File: src/rtl/seg7_scan_driver.sv
// Time-multiplexed 7-segment driver: shadows a DIGITS-nibble hex value and scans one digit per SCAN_DIV clocks.
// Optional leading-zero blanking is enabled by defining SEG7_LZ_BLANK_EN.
module seg7_scan_driver #(
    parameter int DIGITS         = 4,
    parameter int SCAN_DIV       = 50000,
    parameter bit SEG_ACTIVE_LOW = 1'b1,
    localparam int IDX_W         = (DIGITS > 1) ? $clog2(DIGITS) : 1
) (
    input  logic                  clk,
    input  logic                  rst,
    input  logic                  load,
    input  logic [4*DIGITS-1:0]   data_in,
    output logic [6:0]            seg,
    output logic [DIGITS-1:0]     an,
    output logic [IDX_W-1:0]      digit_idx,
    output logic                  frame
);

    localparam int CNT_W = (SCAN_DIV > 1) ? $clog2(SCAN_DIV) : 1;
    localparam logic [6:0]        SEG_OFF = SEG_ACTIVE_LOW ? 7'h7F : 7'h00;
    localparam logic [DIGITS-1:0] AN_OFF  = {DIGITS{SEG_ACTIVE_LOW}};

    // Active-high segment pattern {g,f,e,d,c,b,a} for one hex nibble.
    function automatic logic [6:0] hexToSeg(input logic [3:0] nib);
        logic [6:0] code;
        case (nib)
            4'h0: code = 7'h3F;
            4'h1: code = 7'h06;
            4'h2: code = 7'h5B;
            4'h3: code = 7'h4F;
            4'h4: code = 7'h66;
            4'h5: code = 7'h6D;
            4'h6: code = 7'h7D;
            4'h7: code = 7'h07;
            4'h8: code = 7'h7F;
            4'h9: code = 7'h6F;
            4'hA: code = 7'h77;
            4'hB: code = 7'h7C;
            4'hC: code = 7'h39;
            4'hD: code = 7'h5E;
            4'hE: code = 7'h79;
            default: code = 7'h71;
        endcase
        return code;
    endfunction

    logic [CNT_W-1:0]    cntP0;
    logic [IDX_W-1:0]    idxP0;
    logic [4*DIGITS-1:0] shadowP0;
    logic                wrapP0;

    logic                termCnt;
    logic                lastDigit;
    logic [3:0]          nibble;
    logic [DIGITS-1:0]   anHigh;
    logic [6:0]          segHigh;
    logic [6:0]          segNext;
    logic [DIGITS-1:0]   anNext;
    logic                blank;

    logic [6:0]          segP1;
    logic [DIGITS-1:0]   anP1;
    logic [IDX_W-1:0]    digitIdxP1;
    logic                frameP1;

    assign termCnt   = (cntP0 == CNT_W'(SCAN_DIV - 1));
    assign lastDigit = (idxP0 == IDX_W'(DIGITS - 1));

    // ---- stage p0: shadow capture, prescaler and digit index ----
    always_ff @(posedge clk) begin
        if (rst) begin
            cntP0    <= '0;
            idxP0    <= '0;
            wrapP0   <= 1'b0;
            shadowP0 <= '0;
        end else begin
            if (load)
                shadowP0 <= data_in;
            if (termCnt) begin
                cntP0  <= '0;
                idxP0  <= lastDigit ? '0 : idxP0 + 1'b1;
                // Marks that idx just returned to digit 0; frame follows one stage later.
                wrapP0 <= lastDigit;
            end else begin
                cntP0  <= cntP0 + 1'b1;
                wrapP0 <= 1'b0;
            end
        end
    end

`ifdef SEG7_LZ_BLANK_EN
    logic upperZero;

    // Digit k>0 is blanked while it and every more significant nibble are zero.
    always_comb begin
        upperZero = 1'b1;
        blank     = 1'b0;
        for (int k = DIGITS - 1; k >= 1; k--) begin
            upperZero = upperZero && (shadowP0[4*k +: 4] == 4'h0);
            if (int'(idxP0) == k)
                blank = upperZero;
        end
    end
`else
    assign blank = 1'b0;
`endif

    always_comb begin
        nibble = 4'h0;
        anHigh = '0;
        for (int k = 0; k < DIGITS; k++) begin
            if (int'(idxP0) == k) begin
                nibble    = shadowP0[4*k +: 4];
                anHigh[k] = 1'b1;
            end
        end
        segHigh = blank ? 7'h00 : hexToSeg(nibble);
        if (blank)
            anHigh = '0;
        segNext = SEG_ACTIVE_LOW ? ~segHigh : segHigh;
        anNext  = SEG_ACTIVE_LOW ? ~anHigh  : anHigh;
    end

    // ---- stage p1: registered pin outputs ----
    always_ff @(posedge clk) begin
        if (rst) begin
            segP1      <= SEG_OFF;
            anP1       <= AN_OFF;
            digitIdxP1 <= '0;
            frameP1    <= 1'b0;
        end else begin
            segP1      <= segNext;
            anP1       <= anNext;
            digitIdxP1 <= idxP0;
            frameP1    <= wrapP0;
        end
    end

    assign seg       = segP1;
    assign an        = anP1;
    assign digit_idx = digitIdxP1;
    assign frame     = frameP1;

endmodule

File: config.mk
export PLATFORM = sky130hd
export DESIGN_NAME = seg7_scan_driver
export DESIGN_NICKNAME = d
export VERILOG_FILES = /design/src/rtl/seg7_scan_driver.sv
export SDC_FILE = /design/constraint.sdc
export NUM_CORES = 1
export LEC_CHECK = 0
export CORE_ASPECT_RATIO = 0.6
export CORE_MARGIN = 2
export CORE_UTILIZATION = 30
export DETAILED_ROUTE_END_ITERATION = 12
export GPL_ROUTABILITY_DRIVEN = 0
export SYNTH_ARGS = -nofsm -noshare
export SYNTH_HDL_FRONTEND = slang
export SYNTH_SLANG_ARGS = --single-unit
File: constraint.sdc
create_clock -name clk -period 2.5 [get_ports clk]
set_input_delay 0.25 -clock clk [delete_from_list [all_inputs] [get_ports clk]]
set_output_delay 0.25 -clock clk [all_outputs]
set_load 0.1 [all_outputs]
# Word-level counts from Yosys, hierarchy flattened
# Memory sizes are Yosys's and may differ from the RTL's.
# Cells that the tools add are included.
[totals]
latchBits = 0
mem_bits_rw = 0
input_bits = 19
regBits = 49
rom_bits = 112
mem_count = 1
[memory_table]
columns = ["memory", "depth", "word_bits", "rd", "rd_ports_with_merged_regs", "write_ports", "line", "source"]
rows = [
  ["(no name shown)", 16, 7, 1, 0, 0, "26", "case (nib)"],
]
[classes]
eq_ne = 5
n_reduce_logical = 3
div = 0
n_shift = 0
mux = 9
addsub = 2
n_mul = 0
bitwise = 3
magnitude_cmp = 0
[op_table]
columns = ["op", "n"]
rows = [
  ["16-bit by 1-bit adder with 16-bit output, second input constant", 1],
  ["16-bit == test, second input constant", 1],
  ["4-bit two-way mux", 4],
  ["7-bit inverter", 1],
  ["2-bit == test, second input constant", 3],
  ["1-bit two-way mux", 4],
  ["4-bit inverter", 1],
  ["2-bit OR reduction", 2],
  ["2-bit by 1-bit adder with 2-bit output, second input constant", 1],
  ["2-bit by 1-bit == test with 1-bit output, second input constant", 1],
  ["2-bit logical NOT", 1],
  ["2-bit two-way mux", 1],
  ["1-bit inverter", 1],
]

# Depth between registers and ports, before layout
# An unclocked memory read counts as a cell.
[depth]
depth_word = 7
mapped_depth = 8

# Least setup slack after synthesis
# No wires, ideal clock.
[synth_timing]
path_type = "reg-to-reg"
startpoint = "register idxP0[0]"
endpoint = "register segP1[0] (netlist: seg[0])"
required_time_ns = 2.371
path_stages_with_launch = 9
setup_slack_ns = 0.549
n_path_buf = 0
arrival_time_ns = 1.822
path_cell_list = "dfxtp_1 -> inv_1 -> ha_1 -> a211oi_1 -> a221o_1 -> inv_1 -> ha_1 -> nor4b_1 -> a211oi_1"
[synth_between]
elab_chain_cells = 7
elab_cells_between_ends = 10
cone_classes = "eq/ne (3); mux (4); bitwise (1); reduce/logical (1); memory (1)"
[synth_rtl]
columns = ["element", "line", "source"]
rows = [
  ["start, declared", "48", "logic [IDX_W-1:0] idxP0;"],
  ["start signal, assigned", "81", "idxP0 <= lastDigit ? '0 : idxP0 + 1'b1;"],
  ["2-bit logical NOT", "112", "if (int'(idxP0) == k) begin"],
  ["4-bit two-way mux (3 in series)", "112", ""],
  ["4-bit two-way mux *", "112", ""],
  ["memory read 16 x 7 bit *", "--", ""],
  ["7-bit inverter *", "120", "segNext = SEG_ACTIVE_LOW ? ~segHigh : segHigh;"],
  ["end signal, assigned", "132", "segP1 <= segNext;"],
  ["end, declared", "61", "logic [6:0] segP1;"],
]
# Mark *: on every way between the ends. The rest lies on a longest branch, timed or not.
# A chain may end at the register's enable or synchronous reset.

# Final worst setup path
[layout_timing]
startpoint = "register idxP0[1]"
endpoint = "register segP1[0] (netlist: seg[0])"
# The elaborated chain is that of the path after synthesis.

==> flow_summary.toml <==
[worst_setup_path]
crit_path_end = "seg[0]$_SDFF_PP1_"
path_class = "register to register"
critPathLaunch = "idxP0[1]$_SDFFE_PP0N_"
start_kind = "register"
rr_endpoint = "seg[0]$_SDFF_PP1_"
path_depth = 8
crit_path_max_incr_delay_ns = 0.41
worst-path-buf-inv = 2
path_max_fanout = 9
cpMostUsedCell = "ha_1"
worstPathCellList = "inv_1 > ha_1 > nand3b_1 > a221o_1 > buf_4 > ha_1 > nor4_1 > a211oi_1"
r2r_cells = 8
end_kind = "register"
crit_required_ns = 2.66
r2r_slack_ns = 0.18
r2r_start = "idxP0[1]$_SDFFE_PP0N_"
critPathTopFamily = "simple AND/OR/NAND/NOR gates"
cp.arrival_ns = 2.49
crit_slowest_cell = "a221o_1"

[sta]
worst_clock_skew_ns = 0.003582
fin_crit_sh_pct = 92.97
tightest_slew_ns = 0.5454
setup_viol = 0
max_freq_mhz = 430.2
rsz0062_at_grt = "no"
final_max_slew_viol_count = 0
finalWorstSetupSlack_ns = 0.1757
period_needed_ns = 2.324
finalHoldViolCount = 0
setup_tns_ns = 0
max-slew-margin-rel_pct = 63.53

[power_and_ir_drop]
pwr-share-seq_pct = 46.4
clock_power_share_pct = 39.6
p_sw_uw = 457.9
finalPower_mw = 1.785
power_density_nw_per_um2 = 636.6
p_int_mw = 1.327
leakage_nw = 1.129
ir_drop_mv = 0.2051
combPwrFrac_pct = 13.9
switching_share_pct = 25.65

[final_layout]
nets = 289
fillerInstances = 735
diodes = 0
drive_gt1_share_pct = 15.44
area_delta_synth_final_pct = 23.74

[logic_synthesis]
netlist.area_leader.share_pct = 43.29
ys_dominant_reg_cell = "dfxtp_1"
async_flop_share_pct = 0
synth_cells = 225
yosysTopAreaCell = "dfxtp_1"
ys_types = 53
avgSynthCellArea_sq_um = 10.07
synth-edff-count = 0
synthTopCellsByArea = "dfxtp_1, mux2i_1, ha_1, nor2_1, xor2_1"
syn_area_sq_um = 2266
yosysSeqAreaShare_pct = 43.29
syn_nets = 256
synth_warnings = 0
ys_ff_latch = 49

[die]
rows = 24
ios = 33
die_x_um = 116.2
start_util_pct = 31.05
core_area_sq_um = 7297
die_h_um = 71.32
dieArea_sq_um = 8287

[drt]
first_pass_iters = 4
routed_via_density = 4.590
vias = 1666
postRouteAntennaNets = 0
drc = 0
drt_iter0_markers = 86
drt_wl_total_um = 4808
wl_per_cell_um = 13.25

[global_routing]
grt_pass1_wl_um = 7983
grt_pass1_vias = 1594
groute.usage.overall_pct = 12.55
grt-ovfl-total = 0
antenna_found_initial = 0
grt_max_degree = 17

[clocking]
clkTransAtPathRegs_ns = 0.06
htreeDepth = 2
numCtsBuffers = 5
cts.sinks = 49
clk_latency_ns = 0.29
clk_path_buf_depth = 2
root_buffer = "clkbuf_16"
cts_tree = "built"

[run]
drv_cap = 0

[placed_design]
dp_hpwl_um = 3552
io_buffers = 32
place_ws_ns = 0.2503

[worst_hold_path]
min_path_type = "register to register"
min_path_cells = 1

[status]
status = "complete, no violations"
## worst register-to-register path, cell delays in order (launching register included)
cell and delay [ns]:
dfxtp_1 0.38, inv_1 0.10, ha_1 0.29, nand3b_1 0.21, a221o_1 0.41, buf_4 0.17
ha_1 0.20, nor4_1 0.35, a211oi_1 0.10
## area by class of cell
class	count	area (sq um)	area share, %
tap	104	130.1	4.641
inverter	6	22.52	0.8032
multi-input combinational	159	1190	42.44
timing repair buffer	37	322.8	11.51
clock inverter	1	5.005	0.1785
sequential	49	980.9	34.98
clock buffer	7	152.6	5.444
## cell usage in the layout, fill, tap and decap left out, types with 3 or more instances in the layout
| cell | instances |
|---|---|
| clkdlybuf4s50_1 | 18 |
| nand4_1 | 4 |
| nand2_1 | 5 |
| dfxtp_1 | 49 |
| nand3b_1 | 4 |
| nor3b_1 | 3 |
| a31oi_1 | 4 |
| o21ai_0 | 4 |
| buf_4 | 19 |
| inv_1 | 6 |
| nor2b_1 | 5 |
| a21oi_1 | 3 |
| a211oi_1 | 3 |
| xor2_1 | 8 |
| ha_1 | 12 |
| and2_1 | 3 |
| xnor2_1 | 3 |
| clkbuf_16 | 5 |
| nand3_1 | 4 |
| nor2_1 | 35 |
| mux2i_1 | 20 |
## power groups by stage
stage               clock, mW  sequential [mW]  combinational, mW
floorplan                   0            0.926             0.0961
global placement            0            0.847              0.244
detailed placement          0            0.846              0.246
CTS                     0.727            0.829              0.247
global route            0.762            0.832              0.267
finish                  0.708            0.829              0.249
## cell usage after synthesis (4+ instances only)
master and instances:
dfxtp_1 49, nor2_1 35, mux2i_1 20, ha_1 12, xor2_1 8, inv_1 6
nand2_1 5, nor2b_1 5, a31oi_1 4, clkbuf_1 4, nand3_1 4, nand3b_1 4
nand4_1 4, o21ai_0 4
## sequential cells by signal, summed over array words and instances, names as in the netlist
signal,flops
an,4
cntP0,16
digit_idx,2
frame,1
idxP0,2
seg,7
shadowP0,16
wrapP0,1
## logic make-up (layout without fill, tap and decap cells)
family	after synthesis	count (layout)	synth area share (%)
xor gates and xnor gates	11	11	4.252
muxes	22	22	9.994
DFF	49	49	43.29
and+or+nand+nor	86	86	21.59
AOI/OAI and AO/OA	28	28	9.995
adders and majority gates	12	12	6.626
buffers and inverters	17	51	4.251
## layer usage
| layer | global-route usage [%] | wire [um] | vias up |
|---|---|---|---|
| li1 | - | - | 855 |
| met2 | 16.63 | 1835 | 32 |
| met3 | 4.738 | 277 | 4 |
| met1 | 18.37 | 2646 | 775 |
| met5 | 0 | 0 | - |
| met4 | 4.497 | 48 | 0 |
## worst min path at each step
stage                             start                  endpoint
finish              cntP0[0]$_SDFF_PP0_       cntP0[0]$_SDFF_PP0_
global route        cntP0[0]$_SDFF_PP0_       cntP0[0]$_SDFF_PP0_
CTS                 cntP0[0]$_SDFF_PP0_       cntP0[0]$_SDFF_PP0_
detailed placement  cntP0[0]$_SDFF_PP0_       cntP0[0]$_SDFF_PP0_
global placement    cntP0[0]$_SDFF_PP0_       cntP0[0]$_SDFF_PP0_
floorplan                    data_in[6]  shadowP0[6]$_SDFFE_PP0P_
## metrics by stage
step / hold WS (ns) / area, sq um / utilization (%) / instances
floorplan: 0.3972 / 2266 / - / 225
global placement: 0.4242 / 2630 / 36.04 / 353
detailed placement: 0.4343 / 2630 / 36.04 / 353
CTS: 0.4456 / 2788 / 38.20 / 361
global route: 0.4641 / 2804 / 38.43 / 363
finish: 0.4479 / 2804 / 38.43 / 363
## what timing repair did
action,CTS,global route
endpoints found under the setup margin,0,1
buffers inserted,0,2
hold buffers,0,0
gates resized for setup,0,1
Power figures use the tool's default switching activity.
